--- src/rtl/max_scan_ctrl.sv ---
// ==========================================================================
// max_scan_ctrl : scans a valid/ready sample burst for its maximum and index.
// Define MAX_SCAN_MIN_EN to add running min/index outputs.   Rev 1.0
// ==========================================================================
`default_nettype none

module max_scan_ctrl #(
  parameter int WIDTH   = 4,
  parameter int MAX_LEN = 16,
  parameter int LEN_W   = 4
) (
  input  logic             clk,
  input  logic             reset,
  input  logic             start_i,
  input  logic [LEN_W-1:0] len_i,
  input  logic             abort_i,
  input  logic             in_valid_i,
  input  logic [WIDTH-1:0] in_data_i,
  output logic             in_ready_o,
  output logic             busy_o,
  output logic             done_o,
  output logic [WIDTH-1:0] max_value_o,
  output logic [LEN_W-1:0] max_index_o
`ifdef MAX_SCAN_MIN_EN
  ,
  output logic [WIDTH-1:0] min_value_o,
  output logic [LEN_W-1:0] min_index_o
`endif
);

  typedef enum logic [1:0] {
    S_IDLE = 2'd0,
    S_SCAN = 2'd1,
    S_DONE = 2'd2
  } state_e;

  state_e           state_q, state_d;
  logic [LEN_W-1:0] cnt_q, cnt_d;
  logic [LEN_W-1:0] last_q, last_d;
  logic [WIDTH-1:0] run_max_q, run_max_d;
  logic [LEN_W-1:0] run_idx_q, run_idx_d;
  logic [WIDTH-1:0] max_value_q, max_value_d;
  logic [LEN_W-1:0] max_index_q, max_index_d;

  logic accept;
  logic last_accept;

  // Abort outranks a same-cycle sample, so it is folded into acceptance.
  assign accept      = (state_q == S_SCAN) && in_valid_i && !abort_i;
  assign last_accept = accept && (cnt_q == last_q);

  assign in_ready_o  = (state_q == S_SCAN);
  assign busy_o      = (state_q == S_SCAN);
  assign done_o      = (state_q == S_DONE);
  assign max_value_o = max_value_q;
  assign max_index_o = max_index_q;

  always_comb begin
    state_d     = state_q;
    cnt_d       = cnt_q;
    last_d      = last_q;
    run_max_d   = run_max_q;
    run_idx_d   = run_idx_q;
    max_value_d = max_value_q;
    max_index_d = max_index_q;
    case (state_q)
      S_IDLE: begin
        if (start_i) begin
          // Store the index of the final sample; len 0 selects a full scan.
          last_d  = (len_i == '0) ? LEN_W'(MAX_LEN - 1) : len_i - 1'b1;
          cnt_d   = '0;
          state_d = S_SCAN;
        end
      end
      S_SCAN: begin
        if (abort_i) begin
          state_d = S_IDLE;
        end else if (accept) begin
          if ((cnt_q == '0) || (in_data_i > run_max_q)) begin
            run_max_d = in_data_i;
            run_idx_d = cnt_q;
          end
          if (last_accept) begin
            max_value_d = run_max_d;
            max_index_d = run_idx_d;
            state_d     = S_DONE;
          end else begin
            cnt_d = cnt_q + 1'b1;
          end
        end
      end
      S_DONE:  state_d = S_IDLE;
      default: state_d = S_IDLE;
    endcase
  end

  always_ff @(posedge clk) begin
    if (reset) begin
      state_q     <= S_IDLE;
      cnt_q       <= '0;
      last_q      <= '0;
      run_max_q   <= '0;
      run_idx_q   <= '0;
      max_value_q <= '0;
      max_index_q <= '0;
    end else begin
      state_q     <= state_d;
      cnt_q       <= cnt_d;
      last_q      <= last_d;
      run_max_q   <= run_max_d;
      run_idx_q   <= run_idx_d;
      max_value_q <= max_value_d;
      max_index_q <= max_index_d;
    end
  end

`ifdef MAX_SCAN_MIN_EN
  logic [WIDTH-1:0] run_min_q, run_min_d;
  logic [LEN_W-1:0] run_midx_q, run_midx_d;
  logic [WIDTH-1:0] min_value_q, min_value_d;
  logic [LEN_W-1:0] min_index_q, min_index_d;

  assign min_value_o = min_value_q;
  assign min_index_o = min_index_q;

  always_comb begin
    run_min_d   = run_min_q;
    run_midx_d  = run_midx_q;
    min_value_d = min_value_q;
    min_index_d = min_index_q;
    if (accept && ((cnt_q == '0) || (in_data_i < run_min_q))) begin
      run_min_d  = in_data_i;
      run_midx_d = cnt_q;
    end
    if (last_accept) begin
      min_value_d = run_min_d;
      min_index_d = run_midx_d;
    end
  end

  always_ff @(posedge clk) begin
    if (reset) begin
      run_min_q   <= '0;
      run_midx_q  <= '0;
      min_value_q <= '0;
      min_index_q <= '0;
    end else begin
      run_min_q   <= run_min_d;
      run_midx_q  <= run_midx_d;
      min_value_q <= min_value_d;
      min_index_q <= min_index_d;
    end
  end
`endif

endmodule

`default_nettype wire

--- config.mk ---
export PLATFORM = sky130hd
export DESIGN_NAME = max_scan_ctrl
export DESIGN_NICKNAME = d
export VERILOG_FILES = /design/src/rtl/max_scan_ctrl.sv
export SDC_FILE = /design/constraint.sdc
export NUM_CORES = 1
export LEC_CHECK = 0
export ABC_AREA = 1
export CORE_ASPECT_RATIO = 0.9
export CORE_UTILIZATION = 57
export CTS_CLUSTER_SIZE = 16
export DETAILED_ROUTE_END_ITERATION = 10
export GPL_TIMING_DRIVEN = 0
export PLACE_DENSITY_LB_ADDON = 0.08
export SLEW_MARGIN = 20
export SYNTH_ARGS = -nofsm -noshare
export SYNTH_HDL_FRONTEND = slang
export SYNTH_SLANG_ARGS = --single-unit
--- constraint.sdc ---
create_clock -name clk -period 3.8 [get_ports clk]
set_input_delay 0.38 -clock clk [delete_from_list [all_inputs] [get_ports clk]]
set_output_delay 0.38 -clock clk [all_outputs]
set_load 0.02 [all_outputs]
* Yosys cells after proc, flatten, opt, wreduce, memory -nomap -nowiden
Index checks and enable logic that the tools add are counted.
** Word-level totals
- Register bits after elaboration :: 26
- Bits of input ports :: 13
- Output and inout bits :: 11
** Cells by class
- Add/subtract/negate cells :: 2
- $lt $le $gt $ge :: 1
- Equal/unequal tests :: 9
- Mux-type cells :: 13
- Bitwise gates (word level) :: 1
- Reduce and logical (&&, ||, !) cells :: 14
** Operators by type and width (count)
- $mux 4 :: 7
- $logic_not 4->1 :: 2
- $mux 2 :: 4
- $pmux 4 s2 :: 1
- $ne 2x2->1 const B :: 3
- $ne 3x2->1 const B :: 2
- $reduce_and 3->1 :: 2
- $reduce_and 5->1 :: 1
- $add 4x1->4 const B :: 1
- $eq 4x4->1 :: 1
- $gt 4x4->1 :: 1
- $pmux 2 s2 :: 1
- $reduce_and 4->1 :: 1
- $sub 4x1->4 const B :: 1
- $logic_and 1x1->1 :: 3
- $eq 2x1->1 const B :: 1
- $eq 2x2->1 const B :: 1
- $logic_not 2->1 :: 1
- $ne 2x1->1 const B :: 1
- $reduce_and 2->1 :: 1
- $reduce_bool 2->1 :: 1
- $logic_not 1->1 :: 1
- $logic_or 1x1->1 :: 1
- $not 1->1 :: 1

* Depth between registers and ports, before layout
Gate-level depths: netlist of run 1.
- Depth in word-level cells :: 8
- Gate-level depth with buffers :: 13

* Least setup slack after synthesis of run 1
Ideal clock, no wire load.
- Path type :: in2reg
- Start :: input port in_data_i[1]
- End :: register max_index_q[0] (netlist: max_index_o[0])
- Setup time :: 109 ps
- Data arrival time :: 1449 ps
- Data required time :: 3691 ps
- Setup slack :: 2243 ps
- Cell stages on the path :: 11
- Cells stage by stage :: ha_1 -> nand2_1 -> nand2_1 -> nand2_1 -> nand2_1 -> nand2_1 -> nand2_1 -> nand2_1 -> nand3_1 -> nand2_1 -> inv_1
** On the way
- Word-level cells in the longest chain between the ends :: 3
** Ends and longest elaborated chain
- start: declaration :: line 18 : input logic [WIDTH-1:0] in_data_i,
- $gt 4x4->1 :: line 79 : if ((cnt_q == '0) || (in_data_i > run_max_q)) begin
- $logic_or 1x1->1 :: line 79
- $mux 4 :: line 79
- end signal: assignment :: line 113 : max_index_q <= max_index_d;
- end: declaration :: line 43 : logic [LEN_W-1:0] max_index_q, max_index_d;
No other way between the ends.
A chain may end at the register's enable or synchronous reset.

* Final worst setup path of run 1
- Start :: register state_q[1]
- End :: output port in_ready_o
** On the way
- Word-level cells in the longest chain between the ends :: 1
** Ends and longest elaborated chain
- start: declaration :: line 37 : state_e state_q, state_d;
- start signal: assignment :: line 107 : state_q <= state_d;
- $eq 2x1->1 :: line 52 : assign in_ready_o = (state_q == S_SCAN);
- end: declaration :: line 19 : output logic in_ready_o,
No other way between the ends.

==> flow_metrics.py, run 1 <==
metrics = {
    "run_status": {
        "status": "complete, no violations",
    },
    "power_and_ir_drop": {
        "ir_drop_uv": 258.2,
        "p_leak_nw": 0.8721,
        "power_density_mw_per_mm2": 316.1,
    },
    "cts": {
        "clock_sinks": 26,
        "cts_buffers": 3,
        "post_cts_resized": 0,
        "post_cts_buffers": 0,
        "cts.path.max_buffers": 2,
        "cts-htree-levels": 1,
        "cts_tree": "yes",
        "clkLatencyLatePin_ns": 0.32,
        "path_clk_slew_ns": 0.13,
        "ctsHoldBuffers": 0,
        "cts_root_buffer": "clkbuf_4",
    },
    "placed_design": {
        "dp_hpwl_um": 2323,
        "place_congestion": 0.8042,
        "io_buffers": 22,
    },
    "grt": {
        "grt_pass1_wl_um": 5209,
        "grt_pass1_vias": 1211,
        "grt_overflow": 0,
        "grt_usage": 0.2316,
        "grt_max_degree": 15,
        "antenna_found_initial": 0,
    },
    "yosys": {
        "synth_top_family_by_area": "simple AND/OR/NAND/NOR gates",
        "yosys.area_share.simple": 0.3591,
        "syn_inst": 230,
        "synthArstFlopShare": 0,
        "synth_compound_area_frac": 0.09853,
        "synth_fa_ha_area_frac": 0.05700,
        "yosys.cell_count.top_type": "nand2_1",
        "yosysSeqAreaShare": 0.3388,
        "synthTopCellsByCount": "nand2_1 (51), inv_1 (43), nand3_1 (31)",
        "synthMuxAreaShare": 0,
        "syn_nets": 250,
        "synth_edf_count": 0,
        "synth_top_area_frac": 0.3388,
        "synth.cell_area_mm2": 0.001536,
        "synth_top_area_cell": "dfxtp_1",
        "synthXorXnorAreaFrac": 0.01140,
        "ys_types": 24,
        "synth.avg_cell_area_um2": 6.680,
        "ys.flop_type": "dfxtp_1",
        "ys_top_cells_by_area": "dfxtp_1 (34%), nand2_1 (12%), inv_1 (11%)",
        "synth_warnings": 0,
        "ys_seq_elements": 26,
    },
    "setup_path": {
        "arrival_ns": 1.69,
        "ff2ff_path_depth": 10,
        "rrSetupSlack_ns": 1.94,
        "critical-path-max-stage-delay_ns": 0.58,
        "critical-path-slowest-cell": "clkdlybuf4s50_1",
        "start_kind": "flop",
        "worst_ep_required_time_ns": 3.42,
        "crit_fanout": 4,
        "reg2reg_to": "max_value_o[0]$_SDFFE_PP0P_",
        "crit_buf_inv": 4,
        "crit_chain": "inv_1 -> nand2_2 -> inv_1 -> buf_4 -> clkdlybuf4s50_1",
        "r2r_start": "run_max_q[3]$_SDFFE_PP0P_",
        "criticalPathCategory": "reg -> out",
        "crit_path_frequent_cell": "inv_1",
        "endpoint_kind": "output pin",
        "cpLargestDelayFamily": "buffers and inverters",
    },
    "sta": {
        "period_minus_slack_ns": 2.067,
        "tightestPinTransition_ns": 0.4810,
        "tns_ns": 0,
        "drv_slew": 0,
        "finalHoldViolCount": 0,
        "setup_viol": 0,
        "slew_headroom": 0.6770,
        "fin_skew_ns": 0.004069,
        "finalCritPeriodShare": 0.5439,
        "fmax_mhz": 483.8,
        "grt_setup_unrepaired": "no",
    },
    "routing": {
        "route.vias.total": 1431,
        "postRouteAntennaNets": 0,
        "avgRoutedWirePerCell_um": 10.65,
        "drc": 0,
        "drt_iter0_markers": 27,
        "firstDrtPassIters": 4,
        "wl_um": 3026,
        "vias_per_cell": 5.039,
    },
    "floorplanning": {
        "start_util": 0.6122,
        "die_h_um": 51.26,
        "die_w_um": 56.73,
        "coreArea_mm2": 0.002510,
        "io_pins": 24,
        "rows": 17,
        "die_area_mm2": 0.002907,
    },
    "cells_and_area": {
        "drive_above_1_share": 0.1133,
        "fin_util": 0.7283,
        "area_growth_pct": 18.97,
        "nFillCells": 217,
        "fin_nets": 277,
        "antenna_cells": 0,
    },
    "min_path": {
        "hold_class": "in -> reg",
        "min_delay_worst_endpoint": "cnt_q[3]$_SDFFE_PP0P_",
        "min_from": "reset",
        "hold_depth": 2,
    },
    "run": {
        "timing.max_cap.violations": 0,
    },
}
[report_power, final]
part / switching [mW] / internal [mW] / total (mW)
clock network: 0.0805 / 0.0587 / 0.139
registers: 0.0127 / 0.287 / 0.299
logic: 0.0851 / 0.0541 / 0.139
[logic make-up (layout without fill, tap and decap cells)]
group / Yosys count / in the layout
AND/OR/NAND/NOR: 119 / 119
XOR/XNOR: 2 / 2
AO/OA/AOI/OAI: 25 / 25
flip-flops: 26 / 26
buffers and inverters: 51 / 77
adder cells (fa/ha/maj): 7 / 7
[worst register-to-register path: stages, from the launching register on]
cell	delay (ns)
dfxtp_1	0.35
inv_1	0.05
ha_1	0.28
a21oi_1	0.15
nand2_1	0.09
nand2_1	0.23
nand2_1	0.26
nand2_1	0.15
nand3_1	0.11
nand2_1	0.09
inv_1	0.03
[area by class of cell]
class / count / area, µm² / share of cell area
Buffer: 5 / 35.03 / 0.01916
Multi-Input combinational cell: 153 / 808.3 / 0.4422
Timing Repair Buffer: 22 / 220.2 / 0.1205
Sequential cell: 26 / 520.5 / 0.2847
Tap cell: 28 / 35.03 / 0.01916
Clock buffer: 4 / 36.28 / 0.01985
Inverter: 46 / 172.7 / 0.09446
[cells in the final DEF, fill, tap and decap left out, drive strengths merged]
cell type / instances
clkdlybuf4s50: 22
nand2: 56
nand4: 1
a31oi: 3
a21oi: 17
nor2: 27
xnor2: 2
clkbuf: 5
inv: 46
nand3: 32
ha: 7
nor3: 2
or2: 1
o21ai: 5
dfxtp: 26
buf: 4
[how the worst max path moves through the flow]
| stage | cells after the start | start | endpoint |
|---|---|---|---|
| finish | 5 | state_q[1]$_SDFFE_PP0P_ | in_ready_o |
| floorplan | 11 | in_data_i[1] | max_index_o[0]$_SDFFE_PP0P_ |
| global placement | 10 | in_data_i[3] | max_value_o[0]$_SDFFE_PP0P_ |
| global route | 4 | state_q[0]$_SDFFE_PP0P_ | in_ready_o |
| CTS | 4 | state_q[0]$_SDFFE_PP0P_ | in_ready_o |
| detailed placement | 12 | in_data_i[3] | max_value_o[0]$_SDFFE_PP0P_ |
[layer usage]
metal  up-vias  routed length, µm  track usage
met1       631               1557       0.3126
met4         0                 16      0.05417
li1        766                  -            -
met2        32               1276       0.3750
met5         -                  0            0
met3         2                175      0.05316
[state kept, by name, indices dropped and copies added (netlist names)]
register / cells
cnt_q: 4
last_q: 4
max_index_o: 4
max_value_o: 4
run_idx_q: 4
run_max_q: 4
state_q: 2
[metrics by stage]
step           cells  hold WS, ns  worst slack, ns  instance area, µm²  total power [mW]
2_1_floorplan    230       0.4453            2.243                1536            0.4014
3_3_place_gp     280       0.4531            1.478                1792            0.4415
3_5_place_dp     280       0.4648            1.468                1792            0.4442
4_1_cts          284       0.3851            1.733                1828            0.5815
5_1_grt          284       0.3890            1.667                1828            0.6140
6_report         284       0.3833            1.733                1828            0.5778
Power figures use the tool's default switching activity.
==> inputs of run 2 (changes only) <==
Settings changed: CORE_UTILIZATION 57 to 48.
Clock period 3.8 ns to 1.8 ns, I/O delays scaled along.
==> flow_metrics.py, run 2 (synthesized netlist as in run 1, its figures left out) <==
metrics = {
    "power_and_ir_drop": {
        "p_leak_nw": 0.8897,
        "ir_drop_uv": 397.8,
        "power_density_mw_per_mm2": 666.8,
    },
    "sta": {
        "grt_setup_unrepaired": "no",
        "finalHoldViolCount": 0,
        "fmax_mhz": 603.2,
        "tns_ns": 0,
        "period_minus_slack_ns": 1.658,
        "fin_skew_ns": 0.01787,
        "drv_slew": 0,
        "tightestPinTransition_ns": 0.4657,
        "slew_headroom": 0.6896,
        "setup_ws_ns": 0.1423,
        "finalCritPeriodShare": 0.9210,
        "setup_viol": 0,
    },
    "setup_path": {
        "critical-path-slowest-cell": "clkdlybuf4s50_1",
        "arrival_ns": 1.48,
        "ff2ff_path_depth": 10,
        "cpLargestDelayFamily": "buffers and inverters",
        "crit_fanout": 3,
        "reg2reg_to": "max_value_o[0]$_SDFFE_PP0P_",
        "crit_buf_inv": 2,
        "start_kind": "flop",
        "worst_ep_required_time_ns": 1.62,
        "rrSetupSlack_ns": 0.17,
        "r2r_start": "run_max_q[3]$_SDFFE_PP0P_",
        "crit_cells": 3,
        "endpoint_kind": "output pin",
        "crit_chain": "inv_1 -> nor2_1 -> clkdlybuf4s50_1",
        "critical-path-max-stage-delay_ns": 0.61,
        "criticalPathCategory": "reg -> out",
    },
    "placed_design": {
        "pre_cts_ws_ns": -0.3728,
        "io_buffers": 22,
        "place_congestion": 0.8024,
        "dp_hpwl_um": 2324,
    },
    "floorplanning": {
        "rows": 19,
        "die_w_um": 61.64,
        "start_util": 0.5049,
        "die_area_mm2": 0.003432,
        "io_pins": 24,
        "coreArea_mm2": 0.003043,
        "die_h_um": 55.68,
    },
    "cells_and_area": {
        "mostFrequentLayoutCells": "nand2_1 (49), inv_1 (43), nand3_1 (30), dfxtp_1 (26), nor2_1 (23)",
        "antenna_cells": 0,
        "area_growth_pct": 21.25,
        "drive_above_1_share": 0.1250,
        "fin_nets": 277,
        "final_common_cell": "nand2_1",
    },
    "cts": {
        "clock_sinks": 26,
        "cts_root_buffer": "clkbuf_4",
        "path_clk_slew_ns": 0.15,
        "clkLatencyLatePin_ns": 0.33,
        "ctsHoldBuffers": 0,
        "post_cts_buffers": 0,
        "cts_buffers": 3,
        "cts_tree": "yes",
        "cts.path.max_buffers": 2,
        "cts-htree-levels": 1,
    },
    "routing": {
        "postRouteAntennaNets": 0,
        "vias_per_cell": 4.732,
        "wl_um": 3181,
        "avgRoutedWirePerCell_um": 10.67,
        "route.vias.total": 1410,
        "firstDrtPassIters": 4,
        "drc": 0,
        "drt_iter0_markers": 63,
    },
    "min_path": {
        "min_delay_worst_endpoint": "cnt_q[3]$_SDFFE_PP0P_",
        "min_from": "reset",
        "hold_class": "in -> reg",
        "hold_depth": 2,
    },
    "grt": {
        "antenna_found_initial": 0,
        "grt_overflow": 0,
        "grt_max_degree": 15,
        "grt_usage": 0.2089,
        "grt_pass1_vias": 1206,
        "grt_pass1_wl_um": 5409,
    },
    "run": {
        "timing.max_cap.violations": 0,
    },
    "run_status": {
        "status": "complete, no violations",
    },
}
-- run 2: cell count changes in the layout (fill, tap and decap cells not counted), sizes merged --
cell,before,now
clkdlybuf4s50,22,20
dlygate4sd2,0,2
-- run 2: area by class of cell --
type,count,area (µm²)
multi-input cells,153,828.3
clock buffers,4,36.28
fillers,310,1180
inverters,46,172.7
flip-flops and latches,26,520.5
plain buffers,5,35.03
well taps,42,52.55
repair buffers,22,217.7
-- run 2: worst reg2reg max path, delay by kind of cell (launching register included) --
kind                     cells  cell delay [ns]
AO/OA/AOI/OAI                1             0.17
adder cells (fa/ha/maj)      1             0.28
buffers and inverters        2             0.09
flip-flops                   1             0.35
AND/OR/NAND/NOR              6             0.66
-- run 2: worst max-delay path by stage --
stage | startpoint | end | slack, ns
detailed placement | in_data_i[3] | max_value_o[0]$_SDFFE_PP0P_ | -0.37
global route | state_q[1]$_SDFFE_PP0P_ | done_o | 0.005
CTS | cnt_q[0]$_SDFFE_PP0P_ | max_value_o[0]$_SDFFE_PP0P_ | 0.04
finish | state_q[1]$_SDFFE_PP0P_ | done_o | 0.14
global placement | in_data_i[3] | max_value_o[0]$_SDFFE_PP0P_ | -0.37
floorplan | run_max_q[1]$_SDFFE_PP0P_ | max_index_o[0]$_SDFFE_PP0P_ | 0.28
-- run 2: power by group --
group          internal (mW)  total [mW]  switching (mW)
combinational          0.117       0.305           0.188
clock                  0.124       0.305           0.181
sequential             0.605       0.632          0.0268
-- run 2: through the flow --
stage               power (mW)  utilization  instance area [µm²]  instances  hold slack, ns
finish                   1.242       0.6123                 1863        298          0.1653
global route             1.325       0.6123                 1863        298          0.1524
CTS                      1.242       0.6073                 1848        298          0.1704
detailed placement      0.9377       0.5946                 1809        294          0.4655
global placement        0.9361       0.5946                 1809        294          0.4535
floorplan               0.8474            -                 1536        230          0.3677
-- run 2: layer usage --
layer | vias to the layer above | share of wire | GRT usage
met4 | 0 | 0.012 | 0.05714
met3 | 5 | 0.052 | 0.03023
met5 | - | 0 | 0
li1 | 770 | - | -
met1 | 604 | 0.53 | 0.3256
met2 | 31 | 0.40 | 0.2949
-- run 2: timing repair --
item / CTS / global route
endpoints found under the setup margin: 16 / 14
cloned: 0 / 0
gates resized for setup: 4 / 3
==> edit, RTL diff (flow settings as in run 1) <==
Change the parameter `WIDTH` from 4 to 6.
--- a/src/rtl/max_scan_ctrl.sv
+++ b/src/rtl/max_scan_ctrl.sv
@@ -5,7 +5,7 @@
 `default_nettype none
 
 module max_scan_ctrl #(
-  parameter int WIDTH   = 4,
+  parameter int WIDTH   = 6,
   parameter int MAX_LEN = 16,
   parameter int LEN_W   = 4
 ) (
Interface: changed (resized in_data_i and max_value_o); port bits go from 24 to 28. No check against the original RTL was run, so the function may have changed too.
==> edit against run 1 <==
- total power rose by 12%
- cell count grew 16%
- worst setup slack better by 0.084 ns
- wire length is 19% higher
- global-route usage grew 1.9 points
- clock power rose by 30%
- sequential cell count rose by 4
- clock skew is 0.00067 ns higher
- final area grew 15%
- area after synthesis grew 14%
- synthesized cell count grew 12%
- die area rose by 13%
- critical path type unchanged
- largest cell class unchanged
- highest routed layer unchanged
==> edit: results (changes against run 1) <==
Status
  • Status: finished clean

Placement
  • Port Buffers: 26 (+18%)
  • DP HPWL: 2.67 mm (+15%)
  • Routability cong.: 0.811 (+0.81%)

Die
  • Die W: 60.3 microns (+6.3%)

Hold path
  • Hold Path Class: in2reg
  • Hold Path Sink: run_max_q[2]
  • WHS Path Cells: 4 (+2)
  • Hold path startpoint: reset

Timing
  • Worst-Margin Slew: 0.567 ns (+0.0864 ns)
  • Clock Skews: 0.00474 ns (+0.000670 ns)

Global route
  • Vias in the first global route: 1385 (+14%)
  • Gr usage total: 25.1% (+1.9 points)
  • First-pass GRT wire length: 5.84 mm (+12%)
  • Initial antenna violation count: 0 (unchanged)
  • Largest net degree at the start of global routing: 11 (-4)

Critical path
  • Max stage delay on crit path: 0.58 ns (about the same)
  • Crit-path leading delay family: buffers and inverters
  • Worst endpoint data arrival time: 1.60 ns (-0.09 ns)
  • Worst flop-to-flop path endpoint: max_index_o[1]
  • Crit Path Max Fanout: 6 (+2)
  • Cells on worst reg2reg path: 11 (+1)
  • Slowest-stage cell, CP: clkdlybuf4s50_1
  • R2r startpoint: run_max_q[5]
  • R2r setup slk: 2.00 ns (+0.06 ns)

Route
  • Drt initial violations: 84 (+210%)
  • TritonRoute pass-1 iters: 4 (unchanged)
  • Overall routed net length: 3.61 mm (+19%)
  • Total number of vias: 1642 (+15%)

Clock network
  • Clock buffer count from CTS: 5 (+2)
  • Worst skew pair latency: 0.34 ns (+0.02 ns)
  • Clock transition at path regs: 0.09 ns (-0.04 ns)
  • Setup bufs post-CTS: 0 (unchanged)
  • H-tree levels: 2 (+1)
  • Resize count post-CTS: 0 (unchanged)
  • Deepest clock path buffer count: 2 (unchanged)
  • Clock Tree Root: clkbuf_4

Power and ir drop
  • P_leak: 0.00100 uW (+15%)
  • Psw: 202 uW (+13%)
  • Seq pwr share: 52.1% (+0.3 points)
  • Clk pwr share: 27.9% (+3.8 points)
  • Net Sw Frac: 31.1% (+0.28 points)
  • Peak supply drop: 0.223 mV (-14%)

Logic synthesis
  • Ranking of synthesized cells by area: dfxtp_1 (34%), inv_1 (11%), nand2_1 (11%), nand3_1 (11%), ha_1 (7.2%)
  • Sequential-to-total area share from yosys stat: 34.4% (+0.56 points)
  • Synth async-reset ratio: 0% (unchanged)
  • Post-synth top flop: dfxtp_1
  • Syn Nets: 282 (+13%)
  • Synth cell types: 26 (+8.3%)
  • Yosys warnings: 0 (unchanged)
  • Top cells by count, synth: inv_1 (51), nand2_1 (51), nand3_1 (37)

Final layout
  • Layout Nets: 315 (+14%)
  • N_diodes: 0 (unchanged)
  • Fill cells: 233 (+7.4%)
  • Share of cells above drive strength 1: 8.28% (-3.1 points)
==> edit: cell types whose count changed after synthesis, sizes merged, moves of 4 or more <==
| cell | run 1 | this run |
|---|---|---|
| a21oi | 17 | 22 |
| dfxtp | 26 | 30 |
| inv | 46 | 53 |
| nand3 | 32 | 38 |
| xor2 | 0 | 5 |
==> edit: logic make-up after synthesis <==
family                   after synthesis  synth area share (%)
AND/OR/NAND/NOR                      117                  30.0
buffers and inverters                 63                  14.7
AO/OA/AOI/OAI                         30                  10.2
flip-flops                            30                  34.4
adder cells (fa/ha/maj)               10                  7.17
XOR/XNOR                               7                  3.52
==> edit: layout make-up <==
type	count	share of cell area, %
plain buffers	9	2.32
clock inverters	2	0.476
repair buffers	26	12.4
clock buffers	5	1.79
inverters	54	9.88
flip-flops and latches	30	28.6
multi-input cells	164	42.2
well taps	40	2.38
==> edit: routing by layer <==
layer / wire (microns) / global-route usage (%) / up-vias
li1: - / - / 862
met1: 1770 / 31.0 / 718
met2: 1530 / 40.1 / 55
met3: 245 / 8.98 / 7
met4: 68 / 9.30 / 0
met5: 0 / 0 / -
==> edit: stage by stage <==
step                setup WS (ns)  cell area, sq um  util, %  hold slack, ns  cells
floorplan                    2.27              1740        -           0.457    257
CTS                          1.79              2100     74.7           0.463    330
global placement             1.61              2050     73.0           0.475    323
detailed placement           1.59              2050     73.0           0.479    323
global route                 1.72              2100     74.7           0.482    330
finish                       1.82              2100     74.7           0.477    330
==> edit: worst max-delay path by stage <==
stage	end	cells after the start	start
5_1_grt	in_ready_o	4	state_q[0]
2_1_floorplan	max_index_o[0]	11	in_data_i[5]
3_3_place_gp	max_index_o[1]	11	in_data_i[5]
3_5_place_dp	max_value_o[0]	11	in_data_i[5]
4_1_cts	in_ready_o	4	state_q[0]
6_report	in_ready_o	4	state_q[0]
